==> src/rtl/npc_pkg.sv <==
// rtl/npc_pkg.sv - shared fetch-stage constants and state encoding
package npc_pkg;

    typedef enum logic [1:0] {
        S_IDLE = 2'd0,
        S_AR   = 2'd1,
        S_R    = 2'd2,
        S_OUT  = 2'd3
    } fetch_state_e;

    localparam logic [63:0] RESET_PC  = 64'h8000_0000;
    localparam logic [1:0]  RESP_OKAY = 2'b00;
    localparam logic [31:0] NOP_INST  = 32'h0000_0013;

endpackage

==> src/rtl/ifu_pc_gen.sv <==
// rtl/ifu_pc_gen.sv - program counter register with redirect mux and +4 step
module ifu_pc_gen #(
    parameter int              XLEN     = 64,
    parameter logic [XLEN-1:0] RESET_PC = '0
) (
    input  logic            clk_i,
    input  logic            rst_i,
    input  logic            redirect_valid_i,
    input  logic [XLEN-1:0] redirect_pc_i,
    input  logic            advance_i,
    output logic [XLEN-1:0] pc_o,
    output logic [XLEN-1:0] pc_next_o,
    output logic            next_misaligned_o
);

    logic [XLEN-1:0] pc_q;
    logic [XLEN-1:0] pc_d;

    // A redirect always wins over sequential advance; the adder wraps naturally.
    always_comb begin
        pc_d = pc_q;
        if (redirect_valid_i) begin
            pc_d = redirect_pc_i;
        end else if (advance_i) begin
            pc_d = pc_q + XLEN'(4);
        end
    end

    always_ff @(posedge clk_i or posedge rst_i) begin
        if (rst_i) begin
            pc_q <= RESET_PC;
        end else begin
            pc_q <= pc_d;
        end
    end

    assign pc_o              = pc_q;
    assign pc_next_o         = pc_d;
    assign next_misaligned_o = |pc_d[1:0];

endmodule

==> src/rtl/ifu_fetch.sv <==
// rtl/ifu_fetch.sv - instruction fetch unit: one outstanding read, registered handoff to decode
module ifu_fetch #(
    parameter int              XLEN     = 64,
    parameter int              ILEN     = 32,
    parameter logic [XLEN-1:0] RESET_PC = npc_pkg::RESET_PC[XLEN-1:0]
) (
    input  logic            clock,
    input  logic            reset,
    output logic            io_ar_valid,
    input  logic            io_ar_ready,
    output logic [XLEN-1:0] io_ar_addr,
    input  logic            io_r_valid,
    output logic            io_r_ready,
    input  logic [ILEN-1:0] io_r_data,
    input  logic [1:0]      io_r_resp,
    output logic            io_out_valid,
    input  logic            io_out_ready,
    output logic [ILEN-1:0] io_out_inst,
    output logic [XLEN-1:0] io_out_pc,
    output logic            io_out_fault,
    input  logic            io_redirect_valid,
    input  logic [XLEN-1:0] io_redirect_pc,
    input  logic            io_halt
);

    import npc_pkg::*;

    fetch_state_e    state_q, state_d;
    logic [XLEN-1:0] ar_addr_q, ar_addr_d;
    logic [ILEN-1:0] out_inst_q, out_inst_d;
    logic [XLEN-1:0] out_pc_q, out_pc_d;
    logic            out_fault_q, out_fault_d;
    logic            discard_q, discard_d;
    logic            halted_q, halted_d;

    logic            advance;
    logic            go_ar;
    logic [XLEN-1:0] pc;
    logic [XLEN-1:0] pc_next;
    logic            next_misaligned;

    ifu_pc_gen #(
        .XLEN     (XLEN),
        .RESET_PC (RESET_PC)
    ) u_pc_gen (
        .clk_i             (clock),
        .rst_i             (reset),
        .redirect_valid_i  (io_redirect_valid),
        .redirect_pc_i     (io_redirect_pc),
        .advance_i         (advance),
        .pc_o              (pc),
        .pc_next_o         (pc_next),
        .next_misaligned_o (next_misaligned)
    );

    always_comb begin
        state_d     = state_q;
        ar_addr_d   = ar_addr_q;
        out_inst_d  = out_inst_q;
        out_pc_d    = out_pc_q;
        out_fault_d = out_fault_q;
        discard_d   = discard_q;
        halted_d    = halted_q | io_halt;
        advance     = 1'b0;
        go_ar       = 1'b0;

        case (state_q)
            S_IDLE: begin
                go_ar = !halted_d;
            end
            // The request in flight cannot be withdrawn, so a redirect only marks its data stale.
            S_AR: begin
                if (io_redirect_valid) begin
                    discard_d = 1'b1;
                end
                if (io_ar_ready) begin
                    state_d = S_R;
                end
            end
            S_R: begin
                if (io_r_valid) begin
                    if (discard_q || io_redirect_valid) begin
                        discard_d = 1'b0;
                        go_ar     = 1'b1;
                    end else begin
                        out_inst_d  = io_r_data;
                        out_pc_d    = pc;
                        out_fault_d = (io_r_resp != RESP_OKAY);
                        state_d     = S_OUT;
                    end
                end else if (io_redirect_valid) begin
                    discard_d = 1'b1;
                end
            end
            S_OUT: begin
                if (io_redirect_valid) begin
                    go_ar = 1'b1;
                end else if (io_out_ready) begin
                    advance = 1'b1;
                    go_ar   = 1'b1;
                end
            end
            default: begin
                state_d = S_IDLE;
            end
        endcase

        // Entry into S_AR: halted units park, misaligned targets skip the bus and fault.
        if (go_ar) begin
            if (halted_d) begin
                state_d = S_IDLE;
            end else if (next_misaligned) begin
                out_inst_d  = ILEN'(NOP_INST);
                out_pc_d    = pc_next;
                out_fault_d = 1'b1;
                state_d     = S_OUT;
            end else begin
                ar_addr_d = pc_next;
                state_d   = S_AR;
            end
        end
    end

    always_ff @(posedge clock or posedge reset) begin
        if (reset) begin
            state_q     <= S_IDLE;
            ar_addr_q   <= RESET_PC;
            out_inst_q  <= '0;
            out_pc_q    <= '0;
            out_fault_q <= 1'b0;
            discard_q   <= 1'b0;
            halted_q    <= 1'b0;
        end else begin
            state_q     <= state_d;
            ar_addr_q   <= ar_addr_d;
            out_inst_q  <= out_inst_d;
            out_pc_q    <= out_pc_d;
            out_fault_q <= out_fault_d;
            discard_q   <= discard_d;
            halted_q    <= halted_d;
        end
    end

    assign io_ar_valid  = (state_q == S_AR);
    assign io_ar_addr   = ar_addr_q;
    assign io_r_ready   = (state_q == S_R);
    assign io_out_valid = (state_q == S_OUT);
    assign io_out_inst  = out_inst_q;
    assign io_out_pc    = out_pc_q;
    assign io_out_fault = out_fault_q;

endmodule

==> config.mk <==
export PLATFORM = sky130hd
export DESIGN_NAME = ifu_fetch
export DESIGN_NICKNAME = d
export VERILOG_FILES = /design/src/rtl/npc_pkg.sv /design/src/rtl/ifu_pc_gen.sv /design/src/rtl/ifu_fetch.sv
export SDC_FILE = /design/constraint.sdc
export NUM_CORES = 1
export LEC_CHECK = 0
export CORE_MARGIN = 5
export CORE_UTILIZATION = 54
export DETAILED_ROUTE_END_ITERATION = 6
export PLACE_DENSITY = 0.87
export SYNTH_ARGS = -nofsm -noshare
export SYNTH_HDL_FRONTEND = slang
export SYNTH_HIERARCHICAL = 1
export SYNTH_SLANG_ARGS = --single-unit
==> constraint.sdc <==
create_clock -name clock -period 10.2 [get_ports clock]
set_input_delay 1.02 -clock clock [delete_from_list [all_inputs] [get_ports clock]]
set_output_delay 1.02 -clock clock [all_outputs]
set_load 0.02 [all_outputs]
# == Yosys cells after proc, flatten, opt, wreduce, memory -nomap -nowiden ==
# Cells that the tools add are included.
# classes
mux,38
n_eq_ne,7
n_reduce_logical,10
n_bitwise,3
add_sub_neg,1
# ops
operator,count
$mux W64,8
$mux W32,6
$add A64 B3 Y64 const B,1
$mux W1,15
$mux W2,6
$ne A3 B2 Y1 const B,2
$eq A2 B2 Y1 const B,2
$pmux W2 S2,1
$reduce_and A4 Y1,1
$reduce_bool A2 Y1,2
$ne A3 B1 Y1 const B,1
$ne A3 B3 Y1 const B,1
$pmux W1 S3,1
$reduce_and A3 Y1,1
$reduce_bool A3 Y1,1
$eq A2 B1 Y1 const B,1
$logic_not A2 Y1,1
$not A1 Y1,2
$pmux W1 S2,1
$reduce_and A2 Y1,1
$reduce_or A2 Y1,1
$logic_not A1 Y1,1
$logic_or A1 B1 Y1,1
$or A1 B1 Y1,1
# word_totals
reg_bits,229
elab_cells,67
output_inout_bits,164

# == Logic depth before layout (Yosys ltp) ==
# Gate-level depths: netlist of the first run.
# logic_depth
word_depth,9
ltp_mapped,12
ltp_nobuf,9

# == Modules after synthesis ==
# Netlist of the first run, hierarchy kept.
# by_module_without_submodules
module,area_each_um2,instances,cells_each
ifu_fetch,7433.4,1,520
ifu_pc_gen,3892.5,1,459

# == Worst setup path before layout of the first run ==
# Ideal clock, no wire load.
# synth_timing
path_type,in2reg
start,input io_out_ready
end,"register out_pc_q[52], in the netlist io_out_pc[52]"
path_stages,10
slack_ns,7.003
t_required_ns,10.135
t_arrival_ns,3.132
n_path_buf,2
cell_sequence,nand2_1 > nor2_1 > buf_2 > nand4_1 > or4_4 > buf_6 > or4_4 > or3_1 > a31oi_1 > mux2_2
# synth_rtl
item,line,source
start: declaration,ifu_fetch.sv:17,"input logic io_out_ready,"
$mux W1,ifu_fetch.sv:98,end else if (io_out_ready) begin
$mux W1,ifu_fetch.sv:96,if (io_redirect_valid) begin
$mux W1,ifu_fetch.sv:67,case (state_q)
net advance,ifu_fetch.sv:36,logic advance;
$mux W64,ifu_pc_gen.sv:24,end else if (advance_i) begin
$mux W64,ifu_pc_gen.sv:22,if (redirect_valid_i) begin
net pc_next[52],ifu_fetch.sv:39,logic [XLEN-1:0] pc_next;
$mux W64,ifu_fetch.sv:112,end else if (next_misaligned) begin
$mux W64,ifu_fetch.sv:110,if (halted_d) begin
$mux W64,ifu_fetch.sv:109,if (go_ar) begin
net out_pc_d[52],ifu_fetch.sv:31,"logic [XLEN-1:0] out_pc_q, out_pc_d;"
end signal: assignment,ifu_fetch.sv:137,out_pc_q <= out_pc_d;
end: declaration,ifu_fetch.sv:31,
# The timed path passes the listed nets, and every way through them passes these cells.
# A chain may end at the register's enable or synchronous reset.

# == Final worst setup path of the first run ==
# layout_timing
start,input io_redirect_valid
end,"register out_pc_q[56], in the netlist io_out_pc[56]"
# layout_via
elab_chain_cells,8
# layout_lines
item,line,source
start: declaration,ifu_fetch.sv:21,"input logic io_redirect_valid,"
$mux W1,ifu_fetch.sv:96,
$mux W1,ifu_fetch.sv:67,
$mux W64,ifu_pc_gen.sv:24,
$mux W64 *,ifu_pc_gen.sv:22,
net pc_next[1],ifu_fetch.sv:39,
$reduce_or A2 Y1 *,ifu_pc_gen.sv:39,assign next_misaligned_o = |pc_d[1:0];
net next_misaligned,ifu_fetch.sv:40,logic next_misaligned;
$mux W64 *,ifu_fetch.sv:112,
$mux W64 *,ifu_fetch.sv:110,
$mux W64 *,ifu_fetch.sv:109,
net out_pc_d[56],ifu_fetch.sv:31,
# Mark *: on every way through the listed nets, which the timed path passes. The rest lies on a longest branch.

==> metrics.txt, run 1 <==
initial antenna violation count=0; largest net degree at the start of global routing=96; Final setup viols=0; crit path capture type=flip-flop; Period Utilization, post-route=0.393; most frequent CP cell=buf_4; Post-Synthesis Cells=979; Worst slew margin=0.232; RSZ-0062 raised after global routing=false; Hold Path Class=reg -> reg; post-synthesis cell area=11300 sq um; Synth async-reset ratio=1.00; Root Buffer=clkbuf_16; clock skew=0.0102 ns; Required @ worst endpoint=between 10 and 15 ns; startpoint types=input pin; CTS Hold Buffers Added=0; top-area cell type share of the netlist area=0.502; DP Area=14100 sq um; Nets=1333; final number of max-transition violations=0; I/O Buffers=roughly 270; Final Hold Fails=0; Worst Setup Path Type=in -> reg; Ys Warns=6; fin util=0.717; Num CTS Buffers=24; Worst path slowest cell=buf_4; initial detailed-routing violation count=548; post-detail-place hpwl=~21000 um; Synth area leaders=dfrtp_1 50%, mux2_2 13%, mux2_4 8.6%, nand2_1 4.7%, xnor2_1 3.1%; crit path DAT=roughly 4.4 ns; actual slew at the worst max-slew pin=1.15 ns; Clock H-tree levels=1; fin crit period=4.00 ns; routed vias/inst=5.79; largest family of logic cells by synthesized area=multiplexers; final sum of negative setup slack=0 ns; IR drop worst, VDD=0.000154 V; Post-Synth XOR/XNOR Area=0.0356; post-cts resize count=0; Die Wd=between 150 and 200 um; GRT Util Overall=0.259; clk slew on worst S/H paths=0.07 ns; clock sink count=229; Detail Route Antenna Nets=0; first-pass GRT wire length=50100 um; Placed Cells=1472; GPL Wtd Cong=0.888; clk buf depth=3; synthesized area per cell=11.6 sq um; DRC viols=0; cell-by-cell trace of the critical path=buf_4, buf_4, mux2_2, or2_2, nand3_4, buf_4, mux2_2; status=finished, final reports clean; Adder-Cell Fraction of Synth Area=0.00552; Core ar.=20800 sq um; Pre-Repair DR Iteration Count=5; Compound-Gate Fraction of Synth Area=0.0529; post-placement setup slack=5.66 ns; CTS tree=built; Hold Path Stages=2; routed len/inst=21.1 um; layout cells sized above 1=0.205; Pwr Total=3.41 mW; critical path's largest stage delay=0.62 ns; final instance area=14900 sq um; sequential cell area fraction in the yosys report=0.506; post-synthesis mux area share=0.221; vias in the first global route=9080; cell count of the worst reg-to-reg path=9; Area Growth Syn to Fin=31.7%; Synth area leader=dfrtp_1; Max Cap Violations=0; final WL=between 30000 and 40000 um; final non-filler cell total=1516; number of synthesized register bits=~230; number of flops mapped to enable cells by yosys=0; f_max=250 MHz; critical path fanouts, max=69; Yosys cell types=53; register area=around 5700 sq um; DR vias=8782; antenna cell count=0; LEAKAGE=6.24 nW; total gr overflow=0; row count=53; filler cell count=between 1k and 1.5k; Boundary Pins=269; die area=24000 sq um; Starting Density=0.544; Min Hold Slack=0.513 ns; multi-input logic area=5190 sq um; worst-skew pair later-pin latency=approximately 0.52 ns; power per cell area=228 nW/um^2; die height=about 150 um; final worst setup slack=approximately 6.2 ns; synthesized net count=1089; Most used DFF post-synth=dfrtp_1; simple-gate area share of the yosys netlist=0.142; Setup Fix Bufs, Post-CTS=0
## metal layers
metal	up-vias	part of all wire	GRT usage
met3	65	0.073	0.0526
li1	3977	-	-
met5	-	0	0
met4	0	0.025	0.0702
met2	391	0.50	0.439
met1	4349	0.41	0.341
## worst paths after layout
path	from	end	slack, ns
max in group asynchronous	reset	io_out_pc[27]	7.56
worst max-delay path	io_redirect_valid	io_out_pc[56]	6.20
worst max register to register	state_q[1]	io_out_pc[39]	6.67
worst min register to register	io_out_inst[0]	io_out_inst[0]	0.51
worst min-delay path	io_out_inst[0]	io_out_inst[0]	0.51
min in group asynchronous	reset	io_ar_addr[7]	1.13
## power breakdown
group          leakage [nW]  switching, mW  internal (mW)
clock network         0.418          0.356          0.580
logic                  2.94          0.568          0.625
registers              2.89          0.155           1.12
total                  6.24           1.08           2.33
## area by class of cell
class,count,share of cell area
Clock inverter,7,0.00981
Inverter,16,0.00436
Tap cell,275,0.0231
Sequential cell,229,0.384
Multi-Input combinational cell,677,0.348
Timing Repair Buffer,275,0.183
Clock buffer,37,0.0475
## layout by cell type, fill, tap and decap left out, types with 9 or more instances in the layout
cell,n
nand4_1,27
o21ai_0,50
dfrtp_1,227
nand2_1,142
nor3_1,16
mux2_4,65
inv_1,14
a21oi_1,32
xnor2_1,40
nand3_1,29
clkdlybuf4s50_1,267
nor4_1,23
nor2_1,22
and4_1,9
and3_1,11
mux2_2,130
clkbuf_16,24
## sequential cells by signal, summed over array words and instances, names as in the netlist
name and cells:
io_ar_addr 64, io_out_pc 64, u_pc_gen/pc_o 64, io_out_inst 32, state_q 2, discard_q 1, halted_q 1, io_out_fault 1
## cell usage after synthesis, drive strengths merged (6+ instances only)
cell type    n
dfrtp      227
mux2       195
nand2      142
o21ai       50
xnor2       40
a21oi       32
nand3       31
buf         30
clkbuf      27
nand4       27
nor4        23
nor2        22
inv         16
nor3        16
and3        11
and4         9
nor2b        8
or4          8
a22oi        6
mux2i        6
xor2         6
## logic make-up after synthesis
group           Yosys count
xor+xnor                 46
buf+inv                  73
flops                   229
simple gates            320
fa+ha+maj                 5
compound gates          105
mux                     201
## critical path, delay by kind of cell
kind                   cells  cell delay [ns]
muxes                      2             0.86
and+or+nand+nor            2             0.75
buffers and inverters      3             1.65
(Power assumes the default switching activity.)
==> run 2: changes to the inputs <==
- CORE_UTILIZATION: 54 -> 46
- PLACE_DENSITY: 0.87 -> 0.79
- clock period: 10.2 -> 3.4 ns (I/O delays scaled with it)
==> run 2 against run 1 <==
Die area is 16% higher; flip-flop and latch count stayed put; hold slack worse by 0.34 ns; largest cell class unchanged.
==> metrics.txt, run 2 (synthesized netlist as in run 1, its figures left out) <==
Root Buffer=clkbuf_16 (unchanged); final sum of negative setup slack=0 ns (unchanged); final WL=32200 um (was 32000 um); CTS tree=built (unchanged); worst-skew pair later-pin latency=0.52 ns (about the same); fin crit period=3.16 ns; Comb pwr share=0.352 (was 0.350); GPL Wtd Cong=0.889 (was 0.888); clock share of power=0.271 (was 0.275); total gr overflow=0 (unchanged); Pwr Total=10.1 mW (was 3.41 mW); DR vias=8706 (was 8782); layout cells sized above 1=0.216 (was 0.205); IR drop worst, VDD=0.000503 V (was 0.000154 V); Starting Density=0.467 (was 0.544); CTS Hold Buffers Added=0 (unchanged); initial antenna violation count=0 (unchanged); Setup Fix Bufs, Post-CTS=0 (unchanged); Nets=1353 (was 1333); clk buf depth=3 (unchanged); routed len/inst=20.4 um (was 21.1 um); final number of max-transition violations=0 (unchanged); largest net degree at the start of global routing=73 (was 96); LEAKAGE=6.34 nW (was 6.24 nW); initial detailed-routing violation count=503 (was 548); post-placement setup slack=0.0663 ns (was 5.66 ns); most frequent cells in the layout=267 x clkdlybuf4s50_1, 227 x dfrtp_1, 142 x nand2_1 (unchanged); clock skew=0.0194 ns (was 0.0102 ns); sw frac=0.313 (was 0.317); die area=27900 sq um (was 24000 sq um); Num CTS Buffers=25 (was 24); post-detail-place hpwl=22400 um (was 21400 um); Int Power=6.94 mW (was 2.33 mW); Area Growth Syn to Fin=33.9% (was 31.7%); Period Utilization, post-route=0.928; row count=57 (was 53); final worst setup slack=0.244 ns (was 6.20 ns); die height=167 um (was 155 um); GRT Util Overall=0.227 (was 0.259); Boundary Pins=269 (unchanged); critical path fanouts, max=11 (was 69); crit path capture type=flip-flop (unchanged); Final setup viols=0 (unchanged); fin util=0.625 (was 0.717); DRC viols=0 (unchanged); vias in the first global route=9200 (was 9080); post-cts resize count=0 (unchanged); Required @ worst endpoint=3.81 ns (was 10.60 ns); clock sink count=229 (unchanged); commonest non-fill, non-tap cell in the layout=clkdlybuf4s50_1 (unchanged); startpoint types=flip-flop (was input pin); actual slew at the worst max-slew pin=0.805 ns (was 1.15 ns); crit path DAT=3.56 ns (was 4.40 ns); Worst Setup Path Type=reg -> reg (was in -> reg); RSZ-0062 raised after global routing=false (unchanged); filler cell count=1920 (was 1394); Pre-Repair DR Iteration Count=7 (was 5); Max Cap Violations=0 (unchanged); Seq pwr share=0.377 (was 0.375); Die Wd=167 um (was 155 um); Clock H-tree levels=1 (unchanged); I/O Buffers=268 (unchanged); Final Hold Fails=0 (unchanged); routed vias/inst=5.51 (was 5.79); Detail Route Antenna Nets=0 (unchanged); clk slew on worst S/H paths=0.06 ns (was 0.07 ns); Hold Path Class=in -> async (was reg -> reg); f_max=317 MHz; first-pass GRT wire length=51700 um (was 50100 um); antenna cell count=0 (unchanged); power per cell area=666 nW/um^2 (was 228 nW/um^2); Worst slew margin=0.459 (was 0.232); switching pwr=3.16 mW (was 1.08 mW); status=finished, final reports clean (unchanged); Core ar.=24200 sq um (was 20800 sq um)
## run 2: critical path: stages (launching register included)
cell and delay (ns):
dfrtp_1 0.40, ha_1 0.24, nand2_1 0.08, nor2_1 0.18, nand4_1 0.13, or4_1 0.81, buf_4 0.29, nor4_1 0.29
xnor2_1 0.18, o21ai_0 0.15, mux2_2 0.30
## run 2: path summary, 6_finish.rpt
| path | startpoint | to | slack (ns) | cells after the start |
|---|---|---|---|---|
| max in group asynchronous | reset | discard_q | 2.29 | 4 |
| min in group clock | io_redirect_valid | discard_q | 0.22 | 3 |
| worst min register to register | io_out_inst[4] | io_out_inst[4] | 0.49 | 2 |
| worst max register to register | state_q[1] | io_out_pc[29] | 0.24 | 10 |
| worst max-delay path | state_q[1] | io_out_pc[29] | 0.24 | 10 |
| worst min-delay path | reset | io_ar_addr[23] | 0.17 | 2 |
## run 2: final cells by class
class,count,area [sq um],share of cell area
Multi-Input combinational cell,677,5190,0.342
Inverter,16,63.8,0.00421
Timing Repair Buffer,294,2950,0.195
Clock inverter,6,111,0.00734
Sequential cell,229,5730,0.378
Clock buffer,35,713,0.0470
Tap cell,324,405,0.0267
## run 2: routing by layer
layer  vias to the layer above  global-route usage  wire, um
met5                         -                   0         0
met4                         0              0.0534       646
met3                        52              0.0531      2340
met2                       341               0.366     15000
met1                      4298               0.314     14200
li1                       4015                   -         -
## run 2: power by group through the flow
| stage | clock (mW) | sequential (mW) | combinational [mW] |
|---|---|---|---|
| final | 2.74 | 3.81 | 3.55 |
| after global placement | 0 | 3.82 | 3.50 |
| after floorplan | 0 | 4.43 | 1.30 |
| after detailed placement | 0 | 3.85 | 3.57 |
| after global routing | 2.92 | 3.89 | 3.80 |
| after CTS | 2.79 | 3.81 | 3.59 |
## run 2: metrics by stage
step	hold WS (ns)	cells	area, sq um
after floorplan	0.437	979	11300
after detailed placement	0.485	1540	14300
after global routing	0.209	1581	15200
after CTS	0.166	1581	15200
after global placement	0.477	1540	14300
final	0.174	1581	15200
